### config.mk
export PLATFORM = sky130hd
export DESIGN_NAME = alu_seq_exec
export DESIGN_NICKNAME = d
export VERILOG_FILES = /design/src/rtl/alu_pkg.sv /design/src/rtl/alu_shift_step.sv /design/src/rtl/alu_seq_exec.sv
export SDC_FILE = /design/constraint.sdc
export NUM_CORES = 1
export LEC_CHECK = 0
export ABC_AREA = 1
export BUFFER_PORTS_ARGS = -buffer_cell sky130_fd_sc_hd__buf_2
export CORE_AREA = 2 2 139 141
export DETAILED_ROUTE_END_ITERATION = 12
export DIE_AREA = 0 0 141 143
export PLACE_DENSITY = 0.83
export SETUP_SLACK_MARGIN = 0.02
export SLEW_MARGIN = 20
export SYNTH_ARGS = -nofsm -noshare
export SYNTH_HDL_FRONTEND = slang
export SYNTH_SLANG_ARGS = --single-unit
### constraint.sdc
create_clock -name clk -period 3.7 [get_ports clk]
set_clock_uncertainty 0.05 [all_clocks]
set_input_delay 0.925 -clock clk [delete_from_list [all_inputs] [get_ports clk]]
set_output_delay 0.925 -clock clk [all_outputs]
set_load 0.01 [all_outputs]
### src/rtl/alu_pkg.sv
// Shared ALU definitions: ALUSel codes produced by the ALU decoder and
// consumed by alu_seq_exec, plus the execute-unit state encoding.
package alu_pkg;

  localparam logic [3:0] ALU_ADD  = 4'b0000;
  localparam logic [3:0] ALU_SUB  = 4'b0001;
  localparam logic [3:0] ALU_SLT  = 4'b0010;
  localparam logic [3:0] ALU_SLTU = 4'b0011;
  localparam logic [3:0] ALU_XOR  = 4'b0100;
  localparam logic [3:0] ALU_SLL  = 4'b0101;
  localparam logic [3:0] ALU_SRL  = 4'b0110;
  localparam logic [3:0] ALU_SRA  = 4'b0111;
  localparam logic [3:0] ALU_OR   = 4'b1000;
  localparam logic [3:0] ALU_AND  = 4'b1001;

  typedef enum logic [1:0] {
    ST_IDLE  = 2'd0,
    ST_SHIFT = 2'd1,
    ST_DONE  = 2'd2
  } alu_state_e;

  // True for the three shift codes.
  function automatic logic is_shift_op(input logic [3:0] sel);
    return (sel == ALU_SLL) || (sel == ALU_SRL) || (sel == ALU_SRA);
  endfunction

endpackage

### src/rtl/alu_shift_step.sv
// Single-bit shift of an XLEN-wide word. Mode is the ALUSel shift code:
// SLL and SRL fill with zero, SRA replicates the sign bit. Any other code
// passes the data through unchanged.
module alu_shift_step
  import alu_pkg::*;
#(
  parameter int XLEN = 32
) (
  input  logic [3:0]      i_sel,
  input  logic [XLEN-1:0] i_data,
  output logic [XLEN-1:0] o_data
);

  // Select the one-position shift for the requested mode.
  always_comb begin
    o_data = i_data;
    case (i_sel)
      ALU_SLL: o_data = {i_data[XLEN-2:0], 1'b0};
      ALU_SRL: o_data = {1'b0, i_data[XLEN-1:1]};
      ALU_SRA: o_data = {i_data[XLEN-1], i_data[XLEN-1:1]};
      default: o_data = i_data;
    endcase
  end

endmodule

### src/rtl/alu_seq_exec.sv
// Multi-cycle execute unit behind a valid/ready handshake on both sides.
// Logic/arithmetic ops finish in one cycle; shifts by default run through a
// 1-bit-per-cycle serial shifter (latency 1 + shamt).
// Build option ALU_SEQ_BARREL_EN: shifts use a single-cycle barrel shifter,
// the SHIFT state and shift counter disappear, every op has latency 1.
module alu_seq_exec
  import alu_pkg::*;
#(
  parameter int XLEN = 32
) (
  input  logic            clk,
  input  logic            rst,
  input  logic            in_valid,
  output logic            in_ready,
  input  logic [3:0]      alu_sel,
  input  logic [XLEN-1:0] op_a,
  input  logic [XLEN-1:0] op_b,
  output logic            out_valid,
  input  logic            out_ready,
  output logic [XLEN-1:0] result,
  output logic            zero
);

  localparam int SHW = $clog2(XLEN);

  alu_state_e      r_state;
  logic [XLEN-1:0] r_result;
  logic            r_zero;

  logic [SHW-1:0]  w_shamt;
  logic [XLEN-1:0] w_comb;
  logic            w_accept;

  assign w_shamt   = op_b[SHW-1:0];
  assign in_ready  = (r_state == ST_IDLE);
  assign out_valid = (r_state == ST_DONE);
  assign w_accept  = in_valid && in_ready;
  assign result    = r_result;
  assign zero      = r_zero;

  // Single-cycle datapath on the live request inputs. In the serial build
  // a shift that reaches here has shamt == 0, so it simply returns A.
  always_comb begin
    w_comb = '0;
    case (alu_sel)
      ALU_ADD:  w_comb = op_a + op_b;
      ALU_SUB:  w_comb = op_a - op_b;
      ALU_SLT:  w_comb = {{(XLEN-1){1'b0}}, ($signed(op_a) < $signed(op_b))};
      ALU_SLTU: w_comb = {{(XLEN-1){1'b0}}, (op_a < op_b)};
      ALU_XOR:  w_comb = op_a ^ op_b;
      ALU_OR:   w_comb = op_a | op_b;
      ALU_AND:  w_comb = op_a & op_b;
`ifdef ALU_SEQ_BARREL_EN
      ALU_SLL:  w_comb = op_a << w_shamt;
      ALU_SRL:  w_comb = op_a >> w_shamt;
      ALU_SRA:  w_comb = XLEN'($signed(op_a) >>> w_shamt);
`else
      ALU_SLL,
      ALU_SRL,
      ALU_SRA:  w_comb = op_a;
`endif
      default:  w_comb = '0;
    endcase
  end

`ifdef ALU_SEQ_BARREL_EN

  // Two-state control: every accepted request completes on the next edge.
  always_ff @(posedge clk or posedge rst) begin
    if (rst) begin
      r_state  <= ST_IDLE;
      r_result <= '0;
      r_zero   <= 1'b0;
    end else begin
      case (r_state)
        ST_IDLE: begin
          if (w_accept) begin
            r_result <= w_comb;
            r_zero   <= (w_comb == '0);
            r_state  <= ST_DONE;
          end
        end
        ST_DONE: begin
          if (out_ready) r_state <= ST_IDLE;
        end
        default: r_state <= ST_IDLE;
      endcase
    end
  end

`else

  logic [3:0]      r_sel;
  logic [XLEN-1:0] r_sh;
  logic [SHW-1:0]  r_cnt;
  logic [XLEN-1:0] w_step;
  logic            w_go_shift;

  // Only a shift with a nonzero amount needs the serial path.
  assign w_go_shift = is_shift_op(alu_sel) && (w_shamt != '0);

  alu_shift_step #(.XLEN(XLEN)) u_step (
    .i_sel  (r_sel),
    .i_data (r_sh),
    .o_data (w_step)
  );

  // Control and datapath registers: the counter holds remaining shifts;
  // the last shift writes straight into the result register.
  always_ff @(posedge clk or posedge rst) begin
    if (rst) begin
      r_state  <= ST_IDLE;
      r_result <= '0;
      r_zero   <= 1'b0;
      r_cnt    <= '0;
      r_sh     <= '0;
      r_sel    <= ALU_ADD;
    end else begin
      case (r_state)
        ST_IDLE: begin
          if (w_accept) begin
            if (w_go_shift) begin
              r_sh    <= op_a;
              r_cnt   <= w_shamt;
              r_sel   <= alu_sel;
              r_state <= ST_SHIFT;
            end else begin
              r_result <= w_comb;
              r_zero   <= (w_comb == '0);
              r_state  <= ST_DONE;
            end
          end
        end
        ST_SHIFT: begin
          r_sh  <= w_step;
          r_cnt <= r_cnt - SHW'(1);
          if (r_cnt == SHW'(1)) begin
            r_result <= w_step;
            r_zero   <= (w_step == '0);
            r_state  <= ST_DONE;
          end
        end
        ST_DONE: begin
          if (out_ready) r_state <= ST_IDLE;
        end
        default: r_state <= ST_IDLE;
      endcase
    end
  end

`endif

endmodule

==> implementation parameters <==
Parameter                              Value

Clock tree
  Clk pin slew, worst setup/hold paths ... 0.06 ns
  Clock latency on the worst-skew pair ... 0.34 ns
  Total CTS buffers ... 9
  Clock Sinks ... 76
  H-tree depth ... 3
  Postcts setup bufs ... 0
  Root buffer cell ... clkbuf_16
  Longest Clk Path Bufs ... 2
  Clock tree from TritonCTS ... done

Power
  Comb pwr share ... 57.8%
  Power Total ... 5.90 mW
  Reported leakage power ... 6.79 nW
  Switching part of the total ... 49.0%
  Share of total power in sequential cells ... 24.8%
  Total net switching power ... 2.89 mW
  IR drop worst, VDD ... 308 µV
  Internal power ... 3.01 mW
  Clock network fraction of design power ... 17.4%
  Total power density per cell area ... 484 nW/µm²

Global route
  Antenna violations before repair ... 1
  Number of global-route vias before repair ... 12400
  Overall overflow remaining after global route ... 0
  First-pass GRT wire length ... 67200 µm
  Largest net degree at the start of global routing ... 68
  Global-route usage over all layers ... 42.9%

Run status
  Result of the run ... finished clean

STA
  Count of pins over their slew limit ... 0
  Worst Hold Margin ... 0.415 ns
  Post-route fraction of the period consumed by the critical path ... 96.7%
  Number of endpoints with negative hold slack in the final report ... 0
  Setup repair after global routing missed its margin ... false
  Worst slew margin relative to its limit ... 49.5%
  Achievable Freq ... 279 MHz
  Total of endpoints with negative setup slack in the final report ... 0
  Min Tclk post-route ... 3.58 ns
  Transition time at the pin with the least slew margin ... 0.757 ns

Drt
  Via count ... 13400
  Pre-Repair DR Iteration Count ... 6
  Post-route ant nets ... 0
  Remaining design rule violation count ... 0
  Post-detailed-route wirelength per cell ... 19.7 µm
  Vias/cell ... 6.07
  Routed Wire Length ... 43600 µm
  Iteration-0 DRC Markers ... 1506

Finish
  Ant diodes ... 0
  Layout net count ... 2151
  Fill cells ... 1789
  Fraction of layout instances using a drive strength above 1 ... 13.6%
  Post-synthesis to final-layout area growth ... 11.1%

Worst setup path
  Sort of element at the end of the critical path ... flop
  Required time at the endpoint of the critical path ... 3.92 ns
  CP max stage delay ... 0.43 ns
  Slowest cell on the critical path ... fa_1
  CP max FO ... 4
  Startpoint type of the worst setup path ... primary input
  CP dominant cell by count ... nand2_1
  List of cells traversed by the critical path ... buf_2, inv_1, ha_1, inv_1, fa_1, nand2_1, nand2_1, nand3_1, nand2_1, nand2_1, nand2_1, nand2_1, nand3_1, nand3_1, nand3_1, nor2_1, nand2_1, nor2_1, nand3_1, a21oi_2
  Category of the most critical setup path ... in -> reg
  Arrival @ worst endpoint ... 3.80 ns

Die
  Die H ... 143 µm
  Effective utilization at floorplan ... 59.1%
  Die Area ... 20200 µm²
  Area of the core ... 18600 µm²
  Floorplan die width ... 141 µm
  Placement row count ... 50
  I/O pin count ... 107

Yosys
  Avg Inst Size Synth ... 5.86 µm²
  Post-synthesis register bit count ... 76
  Synthesized area ... 11000 µm²
  Yosys Warn Count ... 0
  Top FF cell, synth ... dfrtp_1
  Post-synth net total ... 2053
  Proportion of synthesized chip area in sequential cells ... 17.3%
  Number of enable-type register cells in the synthesized netlist ... 0
  Share of synthesized registers carrying an async set or reset ... 100%
  Synth Instances ... 1874
  Yosys cell types ... 45

Place
  HPWL reported at the end of detailed placement ... 35000 µm
  Gpl congestion ... 1.09
  Count of port buffers added during placement ... 106

Worst hold path
  Kind of path behind the tightest hold check ... reg -> reg

Run
  Max cap viols ... 0
[worst max-delay path, delay by kind of cell]
kind / cells / cell delay [ns]
simple gates: 14 / 1.82
compound gates: 1 / 0.14
fa+ha+maj: 2 / 0.58
buf+inv: 3 / 0.31
[layout by cell type (no fill, tap or decap), types with 6 or more instances in the layout]
cell type / synthesis / routed
a21oi_1: 89 / 89
a21oi_2: 6 / 6
a221oi_1: 14 / 14
a22oi_1: 27 / 27
a31oi_1: 28 / 28
buf_2: 28 / 106
buf_4: 12 / 53
clkbuf_16: 0 / 9
dfrtp_1: 76 / 76
ha_1: 105 / 102
inv_1: 328 / 326
inv_2: 19 / 21
nand2_1: 513 / 513
nand2_2: 17 / 17
nand3_1: 169 / 169
nand4_1: 18 / 18
nor2_1: 180 / 176
nor2_2: 13 / 17
nor3_1: 19 / 19
o21ai_0: 45 / 45
o21bai_1: 9 / 9
o221ai_1: 15 / 15
o22ai_1: 57 / 57
or2_2: 14 / 14
[cell usage after synthesis (2+ instances only)]
| master | instances | share of area [%] |
|---|---|---|
| nand2_1 | 513 | 18 |
| inv_1 | 328 | 11 |
| nor2_1 | 180 | 6.2 |
| nand3_1 | 169 | 7.7 |
| ha_1 | 105 | 12 |
| a21oi_1 | 89 | 4.1 |
| dfrtp_1 | 76 | 17 |
| o22ai_1 | 57 | 3.2 |
| o21ai_0 | 45 | 2.1 |
| a31oi_1 | 28 | 1.6 |
| buf_2 | 28 | 1.3 |
| a22oi_1 | 27 | 1.8 |
| clkbuf_1 | 23 | 0.79 |
| inv_2 | 19 | 0.65 |
| nor3_1 | 19 | 0.87 |
| nand4_1 | 18 | 1.0 |
| nand2_2 | 17 | 0.97 |
| o221ai_1 | 15 | 1.2 |
| a221oi_1 | 14 | 1.1 |
| or2_2 | 14 | 0.80 |
| nor2_2 | 13 | 0.74 |
| buf_4 | 12 | 0.82 |
| o21bai_1 | 9 | 0.62 |
| a21oi_2 | 6 | 0.48 |
| buf_6 | 5 | 0.51 |
| nand3_2 | 5 | 0.46 |
| and2_1 | 4 | 0.23 |
| nand3b_1 | 4 | 0.27 |
| nor2_4 | 4 | 0.41 |
| o211ai_1 | 4 | 0.27 |
| o21ai_1 | 4 | 0.18 |
| buf_1 | 3 | 0.10 |
| clkbuf_2 | 2 | 0.091 |
| fa_1 | 2 | 0.36 |
| nor3_2 | 2 | 0.18 |
| o31ai_1 | 2 | 0.14 |
[power by group through the flow]
stage                     sequential, mW  combinational, mW  clock, mW
after global routing                1.50               3.72       1.05
after floorplan                     1.51               2.15          0
after CTS                           1.45               3.29       1.02
after global placement              1.44               3.17          0
final                               1.46               3.41       1.02
after detailed placement            1.46               3.25          0
[layout make-up]
class                   instances  area (µm²)  share of cell area (%)
well taps                     234         293                    2.40
repair buffers                160         948                    7.78
multi-input cells            1377        7400                    60.7
flip-flops and latches         76        1900                    15.6
inverters                     348        1310                    10.7
clock buffers                  10         239                    1.96
clock inverters                 6         111                   0.913
[state kept, by name, summed over array words and instances (netlist names)]
register,flops
r_cnt,5
r_sel,4
r_sh,32
r_state,2
result,32
zero,1
[kinds of logic after synthesis]
kind of cell	share of synthesized area (%)
buffers and inverters	15.5
AND/OR/NAND/NOR	37.7
adder cells (fa/ha/maj)	12.3
flip-flops	17.3
AO/OA/AOI/OAI	17.2
[stage by stage]
| stage | utilization (%) | worst slack (ns) | cell area (µm²) | setup TNS [ns] | std cells |
|---|---|---|---|---|---|
| after floorplan | - | 0.787 | 11000 | 0 | 1874 |
| after global placement | 63.7 | -0.170 | 11800 | -0.170 | 2195 |
| after detailed placement | 63.7 | -0.155 | 11800 | -0.155 | 2195 |
| after CTS | 65.6 | 0.188 | 12200 | 0 | 2211 |
| after global routing | 65.6 | 0.0265 | 12200 | 0 | 2211 |
| final | 65.6 | 0.121 | 12200 | 0 | 2211 |
[worst paths after layout]
| kind | start | to | slack, ns | cells after the start |
|---|---|---|---|---|
| max | op_a[0] | zero | 0.12 | 20 |
| min | r_sel[2] | r_sel[2] | 0.41 | 2 |
| max reg2reg | r_sel[3] | zero | 1.11 | 12 |
| min reg2reg | r_sel[2] | r_sel[2] | 0.41 | 2 |
| max in group asynchronous | rst | r_cnt[3] | 2.27 | 3 |
| min in group asynchronous | rst | result[29] | 0.56 | 2 |
[repair_timing]
item	CTS	global route
setup endpoints to repair	0	1
gates resized for setup	0	5
hold buffers	0	0
[routing by layer]
metal	global-route usage, %	part of all wire (%)
met5	0	0.028
met4	14.3	3.6
met3	9.86	13
met2	67.6	43
met1	58.3	40
Power figures use the tool's default switching activity.
